## config.mk

```make
export PLATFORM = sky130hd
export DESIGN_NAME = calc_controller
export DESIGN_NICKNAME = d
export VERILOG_FILES = /design/src/rtl/calc_controller.sv
export SDC_FILE = /design/constraint.sdc
export NUM_CORES = 1
export LEC_CHECK = 0
export BUFFER_PORTS_ARGS = -buffer_cell sky130_fd_sc_hd__buf_2
export CAP_MARGIN = 20
export CORE_ASPECT_RATIO = 0.7
export CORE_UTILIZATION = 30
export CTS_BUF_LIST = sky130_fd_sc_hd__clkbuf_4 sky130_fd_sc_hd__clkbuf_8 sky130_fd_sc_hd__clkbuf_16
export DETAILED_ROUTE_END_ITERATION = 10
export GPL_TIMING_DRIVEN = 0
export PLACE_DENSITY = 0.43
export SLEW_MARGIN = 10
export SYNTH_ARGS = -nofsm -noshare
export SYNTH_HDL_FRONTEND = slang
export SYNTH_SLANG_ARGS = --single-unit
```

## constraint.sdc

```tcl
create_clock -name clock_i -period 9.8 [get_ports clock_i]
set_input_delay 0.49 -clock clock_i [delete_from_list [all_inputs] [get_ports clock_i]]
set_output_delay 0.49 -clock clock_i [all_outputs]
set_load 0.02 [all_outputs]
```

## src/rtl/calc_controller.sv

```systemverilog
// calc_controller: hex-entry calculator core; builds operands digit by digit and
// applies add/subtract in one cycle or multiply through a sequential shift-add unit.
module calc_controller #(
    parameter int WIDTH = 16
) (
    input  logic             clock_i,
    input  logic             reset_n_i,
    input  logic             newhex_i,
    input  logic [3:0]       hexcode_i,
    input  logic             newop_i,
    input  logic [1:0]       opcode_i,
    input  logic             eq_i,
    output logic [WIDTH-1:0] display_o,
    output logic             busy_o,
    output logic             overflow_o
);
    typedef enum logic [2:0] {ENTRY_A, OP_WAIT, ENTRY_B, MUL_RUN, RESULT} state_e;
    localparam int CW = $clog2(WIDTH);

    state_e               state_q;
    logic [WIDTH-1:0]     a_q, b_q, display_q;
    logic [1:0]           op_q, pend_q;
    logic                 chain_q, busy_q, ovf_q;
    logic [2*WIDTH-1:0]   acc_q, acc_d;
    logic [CW-1:0]        cnt_q;
    logic [WIDTH:0]       sum, diff, res;
    logic [WIDTH-1:0]     a_shift, b_shift, hex_ext;
    logic                 hex_only, op_only;

    assign hex_only = newhex_i && !newop_i && !eq_i;
    assign op_only  = newop_i && !eq_i;
    assign hex_ext  = {{(WIDTH-4){1'b0}}, hexcode_i};
    assign a_shift  = {a_q[WIDTH-5:0], hexcode_i};
    assign b_shift  = {b_q[WIDTH-5:0], hexcode_i};
    assign sum      = {1'b0, a_q} + {1'b0, b_q};
    // Top bit of the widened difference is the borrow (A < B).
    assign diff     = {1'b0, a_q} - {1'b0, b_q};
    assign res      = (op_q == 2'b10) ? diff : sum;
    assign acc_d    = acc_q + (b_q[cnt_q] ? ({{WIDTH{1'b0}}, a_q} << cnt_q) : '0);

    always_ff @(posedge clock_i or negedge reset_n_i) begin
        if (!reset_n_i) begin
            state_q   <= ENTRY_A;
            a_q       <= '0;
            b_q       <= '0;
            op_q      <= '0;
            pend_q    <= '0;
            chain_q   <= 1'b0;
            acc_q     <= '0;
            cnt_q     <= '0;
            display_q <= '0;
            busy_q    <= 1'b0;
            ovf_q     <= 1'b0;
        end else begin
            case (state_q)
                ENTRY_A: begin
                    if (op_only) begin
                        op_q    <= opcode_i;
                        state_q <= OP_WAIT;
                    end else if (hex_only) begin
                        a_q       <= a_shift;
                        display_q <= a_shift;
                        ovf_q     <= 1'b0;
                    end
                end
                OP_WAIT: begin
                    if (op_only) begin
                        op_q <= opcode_i;
                    end else if (hex_only) begin
                        b_q       <= hex_ext;
                        display_q <= hex_ext;
                        state_q   <= ENTRY_B;
                    end
                end
                ENTRY_B: begin
                    if (newop_i || eq_i) begin
                        chain_q <= !eq_i;
                        pend_q  <= opcode_i;
                        if (op_q == 2'b01) begin
                            state_q <= MUL_RUN;
                            busy_q  <= 1'b1;
                            acc_q   <= '0;
                            cnt_q   <= '0;
                        end else begin
                            a_q       <= res[WIDTH-1:0];
                            display_q <= res[WIDTH-1:0];
                            ovf_q     <= res[WIDTH];
                            state_q   <= eq_i ? RESULT : OP_WAIT;
                            if (!eq_i) op_q <= opcode_i;
                        end
                    end else if (newhex_i) begin
                        b_q       <= b_shift;
                        display_q <= b_shift;
                    end
                end
                MUL_RUN: begin
                    // The last iteration and the write-back share one cycle.
                    acc_q <= acc_d;
                    cnt_q <= cnt_q + 1'b1;
                    if (cnt_q == CW'(WIDTH - 1)) begin
                        busy_q    <= 1'b0;
                        a_q       <= acc_d[WIDTH-1:0];
                        display_q <= acc_d[WIDTH-1:0];
                        ovf_q     <= |acc_d[2*WIDTH-1:WIDTH];
                        state_q   <= chain_q ? OP_WAIT : RESULT;
                        if (chain_q) op_q <= pend_q;
                    end
                end
                RESULT: begin
                    if (op_only) begin
                        op_q    <= opcode_i;
                        state_q <= OP_WAIT;
                    end else if (hex_only) begin
                        a_q       <= hex_ext;
                        b_q       <= '0;
                        ovf_q     <= 1'b0;
                        display_q <= hex_ext;
                        state_q   <= ENTRY_A;
                    end
                end
                default: state_q <= ENTRY_A;
            endcase
        end
    end

    assign display_o  = display_q;
    assign busy_o     = busy_q;
    assign overflow_o = ovf_q;
endmodule

```

==> out/metrics.cfg, run 1 <==
[global_routing]
grt_pass1_wl_um=45500
grt_max_degree=53
gr-total-overflow=0
grt_pass1_vias=7233
grt_usage_pct=22.8
grt_antenna_before_repair=0

[timing]
clock.fmax_mhz=161
max-slew-margin-rel_pct=40.2
hold_viol=0
finalSetupTns_ns=0
drv_slew=0
finalClockSkew_ns=0.0196
tightest_slew_ns=0.886
finalCriticalPeriod_ns=6.23
rsz0062_at_grt=false
setup_viol=0
period_share_pct=63.5

[synth]
yosys.area.top_type=dfrtp_1
synth-compound-area-share_pct=26.4
synth_fa_ha_area_share_pct=8.27
synthArstFlopShare_pct=100
synthFlopType=dfrtp_1
yosysWarnings=0
synth-seq-cells=94
syn_area_um2=7890
synth_cell_type_count=68
synth_top_family_by_area=compound AO/OA/AOI/OAI gates
netlist.area_leader.share_pct=29.8
synth_nets=1052
synthCells=990
yosysSeqAreaShare_pct=29.8
synth_mux_area_share_pct=6.18
synth_area_leaders=dfrtp_1 30%, ha_1 7.8%, nand2_1 7.1%
synth-simple-area-share_pct=19.1
yosys.cell_count.top_type=nand2_1
synthTopCellsByCount=150 x nand2_1, 106 x nor2_1, 94 x dfrtp_1, 78 x o21ai_0, 73 x a21oi_1
synth_edf_count=0
synth_xor_area_share_pct=6.21
synth.avg_cell_area_um2=7.97

[clock_network]
path_clk_slew_ns=0.09
post-cts-setup-buffers=0
numClockSinks=94
clock_latency_ns=0.38
numCtsBuffers=9
cts_hold_buf=0
cts_buffer_depth=2
cts_tree=done
cts-resized-gates=0
cts-root-buf=clkbuf_16
htree_levels=3

[place]
gp_congestion=0.936
post-dp-hpwl_um=23300
io_buffers=28

[floorplan]
io_pins=29
die_width_um=196
die-height_um=138
start_util_pct=30.7
core_area_um2=25700
die_area_um2=27000
num_rows=49

[drt]
first_iter_violations=614
drc=0
dr.pass1.iters=5
avgViaCountPerCell=5.51
avgRoutedWirePerCell_um=21.5
drt-total-wl_um=29400
vias=7534
ant_nets=0

[critical_path]
worstSetupStartpointType=register
critical_path.max_fanout=10
path_buf_inv=4
required_ns=10.05
cp_top_family=compound AO/OA/AOI/OAI gates
path_class=reg2reg
cp-end-kind=register
slowest_stage=a221oi_2
cp.arrival_ns=6.48
crit_chain=clkbuf_1 > buf_1 > buf_1 > nand2_1 > o21ai_0 > nor2_1 > a21oi_1 > nor2_1 > a211oi_1 > ha_1 > clkbuf_1 > a21oi_1 > o21ai_1 > a221oi_1 > o21ai_1 > a221oi_2 > mux2i_1 > o21ai_0 > nor4bb_1 > nand4_1 > o21a_1
max_stage_delay_ns=0.62

[layout]
drive_gt1_share_pct=7.14
n_antenna_cell=0
syn2layout_area_growth_pct=11.2
fin_nets=1094

[min_path]
hp-class=in2async

[flow_run]
drv_cap=0

[run_status]
outcome=complete, no violations

-- final timing paths --
| check | slack (ns) | end | cells past startpoint | from |
|---|---|---|---|---|
| worst max-delay path | 3.57 | overflow_o | 21 | cnt_q[0] |
| worst max register to register | 3.57 | overflow_o | 21 | cnt_q[0] |
| min in group clock_i | 0.37 | pend_q[0] | 2 | opcode_i[0] |
| worst min-delay path | 0.06 | display_o[11] | 1 | reset_n_i |
| max in group asynchronous | 9.11 | state_q[0] | 2 | reset_n_i |
| worst min register to register | 0.48 | display_o[12] | 2 | display_o[12] |
-- area by class of cell --
class                      instances  area (µm²)
buffer                            56         216
clock buffer                      12         254
clock inverter                     4        31.3
fill                            2817       17000
inverter                          26        97.6
multi-input combinational        814        5230
sequential                        94        2350
tap                              331         414
timing repair buffer              31         185
-- metal layers --
metal	vias up	global-route usage, %	wire length [µm]	share of wire (%)
met5	-	0	0	0
met4	0	4.34	282	0.96
met3	22	5.90	2000	6.8
met2	193	29.5	10700	37
met1	3642	36.3	16400	56
li1	3677	-	-	-
-- through the flow --
| stage | hold slack, ns | utilization (%) | setup WS (ns) | area (µm²) | instances |
|---|---|---|---|---|---|
| 5_1_grt | 0.0867 | 34.1 | 3.19 | 8780 | 1368 |
| 3_3_place_gp | 0.458 | 32.8 | 3.50 | 8450 | 1349 |
| 2_1_floorplan | 0.194 | - | 5.06 | 7890 | 990 |
| 6_report | 0.0570 | 34.1 | 3.57 | 8780 | 1368 |
| 3_5_place_dp | 0.463 | 33.0 | 3.81 | 8490 | 1352 |
| 4_1_cts | 0.0740 | 34.1 | 3.75 | 8780 | 1368 |
-- registers in the layout, indices dropped and copies added (netlist names) --
name,cells
busy_o,1
acc_q,32
op_q,2
a_q,16
display_o,16
chain_q,1
pend_q,2
state_q,3
overflow_o,1
b_q,16
cnt_q,4
-- cells by family (layout without fill, tap and decap cells) --
logic type | Yosys count | after routing
compound gates | 318 | 318
xor+xnor | 56 | 56
fa+ha+maj | 51 | 51
buf+inv | 82 | 129
flops | 94 | 94
mux | 42 | 42
simple gates | 347 | 347
-- cell usage in the layout (no fill, tap or decap), types with 4 or more instances in the layout --
cell / Yosys / routed
a21oi_1: 73 / 73
and3_1: 10 / 10
a22o_1: 12 / 12
mux4_2: 4 / 4
nor3_1: 18 / 18
nand3_1: 16 / 16
or3_1: 5 / 5
a221oi_1: 6 / 6
o21a_1: 12 / 12
nor2b_1: 12 / 12
o21bai_1: 5 / 5
nand4_1: 6 / 6
buf_2: 2 / 29
a211oi_1: 16 / 16
buf_1: 7 / 8
mux2i_1: 24 / 24
inv_1: 24 / 24
o21ai_0: 78 / 78
clkbuf_1: 46 / 46
o31ai_1: 10 / 10
ha_1: 49 / 49
a21o_1: 23 / 23
xor2_1: 24 / 24
a22oi_1: 10 / 10
clkbuf_16: 0 / 9
mux2_2: 14 / 14
nor2_1: 106 / 106
and2_1: 5 / 5
xnor2_1: 32 / 32
a41oi_1: 7 / 7
dfrtp_1: 94 / 94
o211ai_1: 10 / 10
a31oi_1: 14 / 14
o21ai_1: 8 / 8
nand2b_1: 6 / 6
nand2_1: 150 / 150
Power of run 1 is left out: the tool's default activity adds up to more than one toggle a clock period on the data nets, which glitch-free logic cannot reach.
==> run 2: changes to the inputs <==
==> constraint.sdc (replaced) <==
create_clock -name clock_i -period 6.43 [get_ports clock_i]
set_input_delay 0.3215 -clock clock_i [delete_from_list [all_inputs] [get_ports clock_i]]
set_output_delay 0.3215 -clock clock_i [all_outputs]
set_load 0.02 [all_outputs]
==> out/metrics.cfg, run 2 (synthesis results as in run 1) <==
[place]
io_buffers=28  ; unchanged
post-dp-hpwl_um=23300  ; unchanged
gp_congestion=0.936  ; unchanged

[timing]
finalCriticalPeriod_ns=6.00  ; -0.224 ns
tightest_slew_ns=0.871  ; -0.0147 ns
max-slew-margin-rel_pct=41.2  ; +0.99 points
period_share_pct=93.4  ; +30 points
rsz0062_at_grt=false
finalSetupTns_ns=0  ; unchanged
drv_slew=0  ; unchanged
clock.fmax_mhz=167  ; +3.7%
hold_viol=0  ; unchanged
setup_viol=0  ; unchanged
finalClockSkew_ns=0.0192  ; -0.000431 ns

[layout]
n_antenna_cell=0  ; unchanged
layout_commonest_cell=nand2_1
syn2layout_area_growth_pct=11.3
largest_reg_flops=32  ; unchanged
fin_util_pct=34.1  ; +0.044 points
drive_gt1_share_pct=7.23  ; +0.089 points
fin_nets=1095  ; +0.091%
fill_cells=2817  ; unchanged
layout_common_cells=150 x nand2_1, 106 x nor2_1, 94 x dfrtp_1
regMostFlops=acc_q

[drt]
vias=7557  ; +0.31%
first_iter_violations=615  ; +0.16%
drc=0  ; unchanged
avgRoutedWirePerCell_um=21.5  ; +0.13%
avgViaCountPerCell=5.52  ; +0.23%
dr.pass1.iters=5  ; unchanged
ant_nets=0  ; unchanged
drt-total-wl_um=29500  ; +0.21%

[global_routing]
gr-total-overflow=0  ; unchanged
grt_max_degree=53  ; unchanged
grt_antenna_before_repair=0  ; unchanged
grt_pass1_wl_um=45500  ; unchanged
grt_usage_pct=22.8  ; unchanged
grt_pass1_vias=7233  ; unchanged

[flow_run]
drv_cap=0  ; unchanged

[clock_network]
numClockSinks=94  ; unchanged
cts_tree=done
cts_buffer_depth=2  ; unchanged
numCtsBuffers=9  ; unchanged
htree_levels=3  ; unchanged
path_clk_slew_ns=0.08  ; about the same
post-cts-setup-buffers=0  ; unchanged
clock_latency_ns=0.38  ; about the same
cts-root-buf=clkbuf_16

[critical_path]
max_stage_delay_ns=0.62  ; about the same
crit_chain=clkbuf_1 > buf_1 > clkbuf_2 > nand2_1 > o21ai_0 > nor2_1 > a21oi_1 > nor2_1 > a211oi_1 > ha_1 > clkbuf_1 > a21oi_1 > o21ai_1 > a221oi_1 > o21ai_1 > a221oi_2 > mux2i_1 > o21ai_0 > nor4bb_1 > nand4_1 > o21a_1
worstSetupStartpointType=register
critical_path.max_fanout=10  ; unchanged
cp-end-kind=register
cp.arrival_ns=6.26  ; -0.22 ns
cp_top_family=compound AO/OA/AOI/OAI gates
slowest_stage=a221oi_2
path_class=reg2reg
path_buf_inv=4  ; unchanged
required_ns=6.68  ; -3.37 ns

[run_status]
outcome=complete, no violations

[min_path]
hp-class=in2reg

[floorplan]
start_util_pct=30.7  ; unchanged
die_width_um=196  ; unchanged
io_pins=29  ; unchanged
num_rows=49  ; unchanged
die_area_um2=27000  ; unchanged
die-height_um=138  ; unchanged
core_area_um2=25700  ; unchanged

==> run 2: cell count changes in the layout (fill, tap and decap cells not counted) <==
| cell | delta |
|---|---|
| buf_1 | -1 |
| dlygate4sd3_1 | +1 |
| clkbuf_2 | +1 |
==> run 2: worst paths after layout <==
check / from / endpoint / slack (ns) / cells past startpoint
worst min register to register: display_o[12] / display_o[12] / 0.47 / 2
worst max register to register: cnt_q[0] / overflow_o / 0.43 / 21
worst max-delay path: cnt_q[0] / overflow_o / 0.43 / 21
max in group asynchronous: reset_n_i / state_q[0] / 5.34 / 3
worst min-delay path: opcode_i[0] / pend_q[0] / 0.20 / 2
min in group asynchronous: reset_n_i / display_o[11] / 0.46 / 2
==> run 2: final cells by class <==
class	count	area (µm²)	share of cell area, %
Buffer	56	218	2.48
Inverter	26	97.6	1.11
Multi-Input combinational cell	814	5230	59.5
Clock buffer	12	254	2.89
Sequential cell	94	2350	26.8
Tap cell	331	414	4.71
Timing Repair Buffer	32	195	2.22
Clock inverter	4	31.3	0.356
==> run 2: per-stage QoR <==
stage | cells | setup WS, ns | cell area (µm²) | hold WS [ns]
floorplan | 990 | 1.69 | 7890 | 0.0259
global placement | 1349 | 0.128 | 8450 | 0.458
detailed placement | 1352 | 0.444 | 8490 | 0.294
CTS | 1369 | 0.380 | 8790 | 0.187
global route | 1369 | 0.0713 | 8790 | 0.192
finish | 1369 | 0.426 | 8790 | 0.201
==> run 2: what timing repair did <==
item / in CTS / in global routing
endpoints found under the setup margin: 0 / 2
hold endpoints to repair: 42 / 0
resized for setup: 0 / 1
hold buffers: 1 / 0
==> run 2: per-layer routing <==
metal / part of all wire (%) / track usage, % / up-vias
met1: 55 / 36.3 / 3655
met2: 37 / 29.5 / 209
met4: 0.88 / 4.34 / 0
met3: 7.3 / 5.90 / 17
li1: - / - / 3676
met5: 0 / 0 / -
Power of run 2 is left out for the same reason.
